### src/rtl/rx_byte_assembler_pkg.sv
// Shared types and defaults for the receive byte assembler: line-state
// encoding ({k, j}), FSM states and default widths/lengths.
package rx_byte_assembler_pkg;

   localparam int DATA_W_DEF    = 8;
   localparam int STUFF_LEN_DEF = 6;
   localparam int EOP_SE0_DEF   = 2;

   typedef enum logic [1:0] {
      LS_SE0 = 2'b00,
      LS_J   = 2'b01,
      LS_K   = 2'b10,
      LS_ILL = 2'b11
   } line_state_t;

   typedef enum logic [1:0] {
      ST_IDLE,
      ST_RECV,
      ST_EOP,
      ST_ERR
   } state_t;

   function automatic line_state_t line_decode(input logic k, input logic j);
      return line_state_t'({k, j});
   endfunction

endpackage

### src/rtl/rx_byte_assembler_if.sv
// Line-side inputs and byte/status outputs of the receive byte assembler.
interface rx_byte_assembler_if
   import rx_byte_assembler_pkg::*;
#(
   parameter int DATA_W = DATA_W_DEF
) ();

   logic              k;
   logic              j;
   logic              rx_en;
   logic              synced;
   logic              sync_err;
   logic [DATA_W-1:0] data;
   logic              data_valid;
   logic              eop;
   logic              align_err;
   logic              stuff_err;
   logic              line_err;
   logic              active;

   modport master (
      output k, j, rx_en, synced, sync_err,
      input  data, data_valid, eop, align_err, stuff_err, line_err, active
   );

   modport slave (
      input  k, j, rx_en, synced, sync_err,
      output data, data_valid, eop, align_err, stuff_err, line_err, active
   );

endinterface

### src/rtl/rx_byte_assembler_nrzi_destuff.sv
// NRZI decoder and bit de-stuffer: classifies each qualified line sample and
// tracks the previous J/K level and the run of decoded ones.
module rx_byte_assembler_nrzi_destuff
   import rx_byte_assembler_pkg::*;
#(
   parameter int STUFF_LEN = STUFF_LEN_DEF
) (
   input  logic clk,
   input  logic rst,
   input  logic k,
   input  logic j,
   input  logic rx_en,
   input  logic load,
   output logic dec_bit,
   output logic bit_valid,
   output logic stuffed,
   output logic stuff_violation,
   output logic se0,
   output logic ill
);

   localparam int ONES_W = $clog2(STUFF_LEN + 1);

   line_state_t       line;
   line_state_t       prev_line;
   logic [ONES_W-1:0] ones_cnt;
   logic              is_jk;
   logic              at_limit;

   always_comb begin
      line            = line_decode(k, j);
      is_jk           = rx_en && ((line == LS_J) || (line == LS_K));
      at_limit        = (ones_cnt == ONES_W'(STUFF_LEN));
      dec_bit         = (line == prev_line);
      bit_valid       = is_jk && !at_limit;
      stuffed         = is_jk && at_limit && !dec_bit;
      stuff_violation = is_jk && at_limit && dec_bit;
      se0             = rx_en && (line == LS_SE0);
      ill             = rx_en && (line == LS_ILL);
   end

   // ones_cnt never passes STUFF_LEN: at the limit only a stuffed 0 or a violation can follow.
   always_ff @(posedge clk or negedge rst) begin
      if (!rst) begin
         prev_line <= LS_K;
         ones_cnt  <= '0;
      end else if (load) begin
         prev_line <= LS_K;
         ones_cnt  <= '0;
      end else if (is_jk) begin
         prev_line <= line;
         if (stuffed) begin
            ones_cnt <= '0;
         end else if (bit_valid) begin
            ones_cnt <= dec_bit ? ones_cnt + ONES_W'(1) : '0;
         end
      end
   end

endmodule

### src/rtl/rx_byte_assembler.sv
// Receive byte assembler: after SYNC, collects de-stuffed NRZI bits LSB-first
// into words and recognises the SE0..SE0,J end-of-packet.
module rx_byte_assembler
   import rx_byte_assembler_pkg::*;
#(
   parameter int DATA_W    = DATA_W_DEF,
   parameter int STUFF_LEN = STUFF_LEN_DEF,
   parameter int EOP_SE0   = EOP_SE0_DEF
) (
   input logic               clk,
   input logic               rst,
   rx_byte_assembler_if.slave bus
);

   // state   | meaning
   // IDLE    | waiting for synced, line ignored
   // RECV    | decoding bits into the shift register
   // EOP     | counting SE0 samples, expecting a final J
   // ERR     | one-cycle recovery after a fault, then IDLE

   localparam int CNT_W = $clog2(DATA_W + 1);
   localparam int IDX_W = (DATA_W > 1) ? $clog2(DATA_W) : 1;
   localparam int SE0_W = $clog2(EOP_SE0 + 1);

   state_t            state;
   logic [DATA_W-1:0] shift_reg;
   logic [DATA_W-1:0] word_nxt;
   logic [CNT_W-1:0]  bit_cnt;
   logic [IDX_W-1:0]  bit_idx;
   logic [SE0_W-1:0]  se0_left;

   logic [DATA_W-1:0] data_q;
   logic              data_valid_q;
   logic              eop_q;
   logic              align_err_q;
   logic              stuff_err_q;
   logic              line_err_q;
   logic              active_q;

   logic dec_bit;
   logic bit_valid;
   logic stuffed;
   logic stuff_violation;
   logic se0;
   logic ill;
   logic jk_sample;
   logic load;

   assign load = (state == ST_IDLE) && bus.synced && !bus.sync_err;

   rx_byte_assembler_nrzi_destuff #(
      .STUFF_LEN (STUFF_LEN)
   ) u_nrzi_destuff (
      .clk             (clk),
      .rst             (rst),
      .k               (bus.k),
      .j               (bus.j),
      .rx_en           (bus.rx_en),
      .load            (load),
      .dec_bit         (dec_bit),
      .bit_valid       (bit_valid),
      .stuffed         (stuffed),
      .stuff_violation (stuff_violation),
      .se0             (se0),
      .ill             (ill)
   );

   always_comb begin
      jk_sample         = bit_valid || stuffed || stuff_violation;
      bit_idx           = bit_cnt[IDX_W-1:0];
      word_nxt          = shift_reg;
      word_nxt[bit_idx] = dec_bit;
   end

   // se0_left counts down the SE0 samples still required before the closing J.
   always_ff @(posedge clk or negedge rst) begin
      if (!rst) begin
         state        <= ST_IDLE;
         shift_reg    <= '0;
         bit_cnt      <= '0;
         se0_left     <= '0;
         data_q       <= '0;
         data_valid_q <= 1'b0;
         eop_q        <= 1'b0;
         align_err_q  <= 1'b0;
         stuff_err_q  <= 1'b0;
         line_err_q   <= 1'b0;
         active_q     <= 1'b0;
      end else begin
         data_valid_q <= 1'b0;
         eop_q        <= 1'b0;
         align_err_q  <= 1'b0;
         stuff_err_q  <= 1'b0;
         line_err_q   <= 1'b0;
         if (bus.sync_err) begin
            state    <= ST_IDLE;
            active_q <= 1'b0;
         end else begin
            case (state)
               ST_IDLE: begin
                  if (bus.synced) begin
                     state     <= ST_RECV;
                     active_q  <= 1'b1;
                     bit_cnt   <= '0;
                     shift_reg <= '0;
                  end
               end
               ST_RECV: begin
                  if (stuff_violation) begin
                     stuff_err_q <= 1'b1;
                     state       <= ST_ERR;
                     active_q    <= 1'b0;
                  end else if (bit_valid) begin
                     if (bit_cnt == CNT_W'(DATA_W - 1)) begin
                        data_q       <= word_nxt;
                        data_valid_q <= 1'b1;
                        bit_cnt      <= '0;
                     end else begin
                        shift_reg <= word_nxt;
                        bit_cnt   <= bit_cnt + CNT_W'(1);
                     end
                  end else if (se0) begin
                     state    <= ST_EOP;
                     se0_left <= SE0_W'(EOP_SE0 - 1);
                  end else if (ill) begin
                     line_err_q <= 1'b1;
                     state      <= ST_ERR;
                     active_q   <= 1'b0;
                  end
               end
               ST_EOP: begin
                  if (se0 && (se0_left != '0)) begin
                     se0_left <= se0_left - SE0_W'(1);
                  end else if (jk_sample && bus.j && (se0_left == '0)) begin
                     eop_q       <= 1'b1;
                     align_err_q <= (bit_cnt != '0);
                     state       <= ST_IDLE;
                     active_q    <= 1'b0;
                  end else if (bus.rx_en) begin
                     line_err_q <= 1'b1;
                     state      <= ST_ERR;
                     active_q   <= 1'b0;
                  end
               end
               ST_ERR: begin
                  state    <= ST_IDLE;
                  active_q <= 1'b0;
               end
               default: begin
                  state    <= ST_IDLE;
                  active_q <= 1'b0;
               end
            endcase
         end
      end
   end

   assign bus.data       = data_q;
   assign bus.data_valid = data_valid_q;
   assign bus.eop        = eop_q;
   assign bus.align_err  = align_err_q;
   assign bus.stuff_err  = stuff_err_q;
   assign bus.line_err   = line_err_q;
   assign bus.active     = active_q;

endmodule
### src/flat_wrapper.sv
// flat-port wrapper written by rule: the top's interface ports become plain ports
module rx_byte_assembler_flat import rx_byte_assembler_pkg::*;
#(
   parameter int DATA_W    = DATA_W_DEF,
   parameter int STUFF_LEN = STUFF_LEN_DEF,
   parameter int EOP_SE0   = EOP_SE0_DEF
)
  (clk, rst, bus_k, bus_j, bus_rx_en, bus_synced, bus_sync_err, bus_data, bus_data_valid, bus_eop, bus_align_err, bus_stuff_err, bus_line_err, bus_active);
  rx_byte_assembler_if #(.DATA_W(DATA_W)) bus_i ();
  input logic clk;
  input logic rst;
  input wire logic [$bits(bus_i.k)-1:0] bus_k;
  input wire logic [$bits(bus_i.j)-1:0] bus_j;
  input wire logic [$bits(bus_i.rx_en)-1:0] bus_rx_en;
  input wire logic [$bits(bus_i.synced)-1:0] bus_synced;
  input wire logic [$bits(bus_i.sync_err)-1:0] bus_sync_err;
  output wire logic [$bits(bus_i.data)-1:0] bus_data;
  output wire logic [$bits(bus_i.data_valid)-1:0] bus_data_valid;
  output wire logic [$bits(bus_i.eop)-1:0] bus_eop;
  output wire logic [$bits(bus_i.align_err)-1:0] bus_align_err;
  output wire logic [$bits(bus_i.stuff_err)-1:0] bus_stuff_err;
  output wire logic [$bits(bus_i.line_err)-1:0] bus_line_err;
  output wire logic [$bits(bus_i.active)-1:0] bus_active;
  assign bus_i.k = bus_k;
  assign bus_i.j = bus_j;
  assign bus_i.rx_en = bus_rx_en;
  assign bus_i.synced = bus_synced;
  assign bus_i.sync_err = bus_sync_err;
  assign bus_data = bus_i.data;
  assign bus_data_valid = bus_i.data_valid;
  assign bus_eop = bus_i.eop;
  assign bus_align_err = bus_i.align_err;
  assign bus_stuff_err = bus_i.stuff_err;
  assign bus_line_err = bus_i.line_err;
  assign bus_active = bus_i.active;
  rx_byte_assembler #(.DATA_W(DATA_W), .STUFF_LEN(STUFF_LEN), .EOP_SE0(EOP_SE0)) u_core (.clk(clk), .rst(rst), .bus(bus_i));
endmodule
### config.mk
export PLATFORM = sky130hd
export DESIGN_NAME = rx_byte_assembler_flat
export DESIGN_NICKNAME = d
export VERILOG_FILES = /design/src/rtl/rx_byte_assembler_pkg.sv /design/src/rtl/rx_byte_assembler_if.sv /design/src/rtl/rx_byte_assembler_nrzi_destuff.sv /design/src/rtl/rx_byte_assembler.sv /design/src/flat_wrapper.sv
export SDC_FILE = /design/constraint.sdc
export NUM_CORES = 1
export LEC_CHECK = 0
export CAP_MARGIN = 10
export CORE_ASPECT_RATIO = 2
export CORE_MARGIN = 3
export CORE_UTILIZATION = 50
export DETAILED_ROUTE_END_ITERATION = 8
export GPL_TIMING_DRIVEN = 0
export PLACE_DENSITY = 0.83
export SLEW_MARGIN = 5
export SYNTH_ARGS = -nofsm -noshare
export SYNTH_HDL_FRONTEND = slang
export SYNTH_SLANG_ARGS = --single-unit
### constraint.sdc
create_clock -name clk -period 2.7 [get_ports clk]
set_input_delay 0.81 -clock clk [delete_from_list [all_inputs] [get_ports clk]]
set_output_delay 0.81 -clock clk [all_outputs]
set_load 0.005 [all_outputs]
==> impl_metrics.yaml <==
synthesis:
  async_flop_share_pct: 100
  syn_inst: 209
  ys_top_cells_by_area: "dfrtp_1 43%, ha_1 7.0%, nand2_1 3.8%"
  ys_ff_latch: 35
  ys_types: 47
  synthDominantCellAreaShare_pct: 43.1
  ys_seq_area_share_pct: 44.4
  avgSynthCellArea_um2: 9.45
  synth_nets: 227
  synth_ff_type: "dfrtp_1"
  ys_warn_count: 0
  synth_area_leader_cell: "dfrtp_1"
  synth_area_um2: 1980
  synth-edff-count: 0
critical_path:
  cp-start-kind: "input port"
  cp.arrival_ns: 2.88
  crit_top_cell: "buf_6"
  path_cells: "dlygate4sd2_1 -> inv_1 -> ha_4 -> nand2_2 -> a21o_4 -> or4_4 -> buf_6 -> buf_6 -> nor3_1 -> a21o_1"
  crit_path_end_kind: "register"
  critPathMaxStageDelay_ns: 0.52
  required_ns: 2.92
  path_max_fanout: 10
  critPathKind: "input port to register"
  slowest_stage: "or4_4"
routing:
  drc_errors: 0
  via_per_inst: 5.84
  wl_per_cell_um: 14.8
  vias: 1670
  final_antenna_net_count: 0
  dr.pass1.iters: 5
  routed_wl_mm: 4.24
  drtIter0Drc: 63
timing:
  setup_viol: 0
  holdWs_ns: 0.480
  period_needed_ns: 2.66
  max_freq_mhz: 377
  hold_viol: 0
  slew_headroom_pct: 48.7
  tightest_slew_ns: 0.770
  slew_viol_final: 0
  finClkSkew_ns: 0.00521
  fin_crit_sh_pct: 98.4
clock_network:
  clkLatencyLatePin_ns: 0.28
  numCtsBuffers: 5
  cts.sinks: 35
  clockRootBuffer: "clkbuf_8"
  cts_tree: "yes"
  clk_pin_slew_ns: 0.07
  clock_path_buffers: 2
  post_cts_buffers: 0
  hold_buffers: 0
  htree_levels: 2
  post_cts_resized: 5
placement:
  portBuffers: 20
  gp_congestion: 0.894
  hpwlAfterDp_mm: 3.16
finish:
  layout.nets: 254
  layout_common_cells: "34 x dfrtp_1, 20 x nand2_1, 17 x nor2_1, 17 x clkdlybuf4s50_1, 12 x a21oi_1"
  synthToLayoutAreaGrowth_pct: 18.4
  layout_commonest_cell: "dfrtp_1"
  diodes: 0
  drive_gt1_share_pct: 11.0
global_routing:
  grt_max_degree: 36
  grt_pass1_wl_mm: 7.32
  grt_overflow: 0
  grt_pass1_vias: 1686
  grt_antenna_before_repair: 0
  grt_use_total_pct: 19.9
power:
  ir_drop_uv: 507
  power_leakage_nw: 1.08
  p_per_area_nw_per_um2: 641
  fin_total_pwr_mw: 1.50
floorplan:
  initial_core_util_pct: 53.1
  core_um2: 3720
  dieArea_um2: 4790
  die_h_um: 94.9
  die_x_um: 50.5
  ioPinCount: 21
  rows: 31
hold_path:
  hold_path_class: "register to register"
status:
  status: "complete, no violations"
run:
  drv_cap: 0
worst paths after layout:
path,startpoint,to,slack (ns),cells after the start
min in group asynchronous,rst,u_core.se0_left[0],0.60,1
max,bus_k,u_core.bit_cnt[3],0.04,10
max reg2reg,u_core.state[1],u_core.bit_cnt[3],0.42,10
min reg2reg,u_core.bus.data[2],u_core.bus.data[2],0.48,1
min,u_core.bus.data[2],u_core.bus.data[2],0.48,1
max in group asynchronous,rst,u_core.bus.data[1],1.61,1
area by class of cell:
type | count | area (um^2)
timing repair buffer | 20 | 189
fill | 334 | 1390
clock inverter | 1 | 5.00
buffer | 7 | 43.8
clock buffer | 7 | 76.3
multi-input combinational | 155 | 1040
inverter | 12 | 45.0
sequential | 35 | 877
tap | 49 | 61.3
layer usage:
layer	GRT usage (%)	part of all wire, %
met1	20.6	36
met2	36.9	59
met3	1.58	1.8
met4	13.0	2.3
met5	0	0
metrics by stage:
stage | TNS (ns) | area [um^2] | std cells | util [%] | worst slack, ns
global placement | -11.69 | 2240 | 278 | 60.1 | -0.652
floorplan | 0 | 1980 | 209 | - | 0.185
global route | -0.000404 | 2340 | 286 | 62.8 | -0.000404
CTS | 0 | 2330 | 286 | 62.6 | 0.0306
finish | 0 | 2340 | 286 | 62.8 | 0.0440
detailed placement | -11.96 | 2230 | 278 | 59.9 | -0.641
report_power, final:
part	leakage [nW]	switching [mW]	internal, mW	total [mW]
clock	0.0422	0.184	0.181	0.365
combinational	0.560	0.310	0.192	0.503
sequential	0.475	0.0455	0.586	0.631
total	1.08	0.540	0.959	1.50
cells by family (layout without fill, tap and decap cells):
group	after synthesis	in the layout	synth area share [%]
simple gates	79	79	20.1
compound gates	54	54	18.4
flops	35	35	44.4
buf+inv	19	47	4.50
fa+ha+maj	11	11	6.97
mux	7	7	3.86
xor+xnor	4	4	1.77
Yosys cell counts (5+ instances only):
cell      number
a21oi_1       12
nand2_1       20
nor3_1         6
inv_1         11
o21ai_0       11
nor2_1        17
nand3_1       12
nand2b_1       5
mux2_2         5
nand4_1        7
ha_1          11
dfrtp_1       34
a21o_1         8
critical path, delay by kind of cell:
family                   cells  cell delay, ns
AND/OR/NAND/NOR              3            0.79
adder cells (fa/ha/maj)      1            0.29
buffers and inverters        4            0.63
AO/OA/AOI/OAI                2            0.36
(Power assumes the default switching activity.)
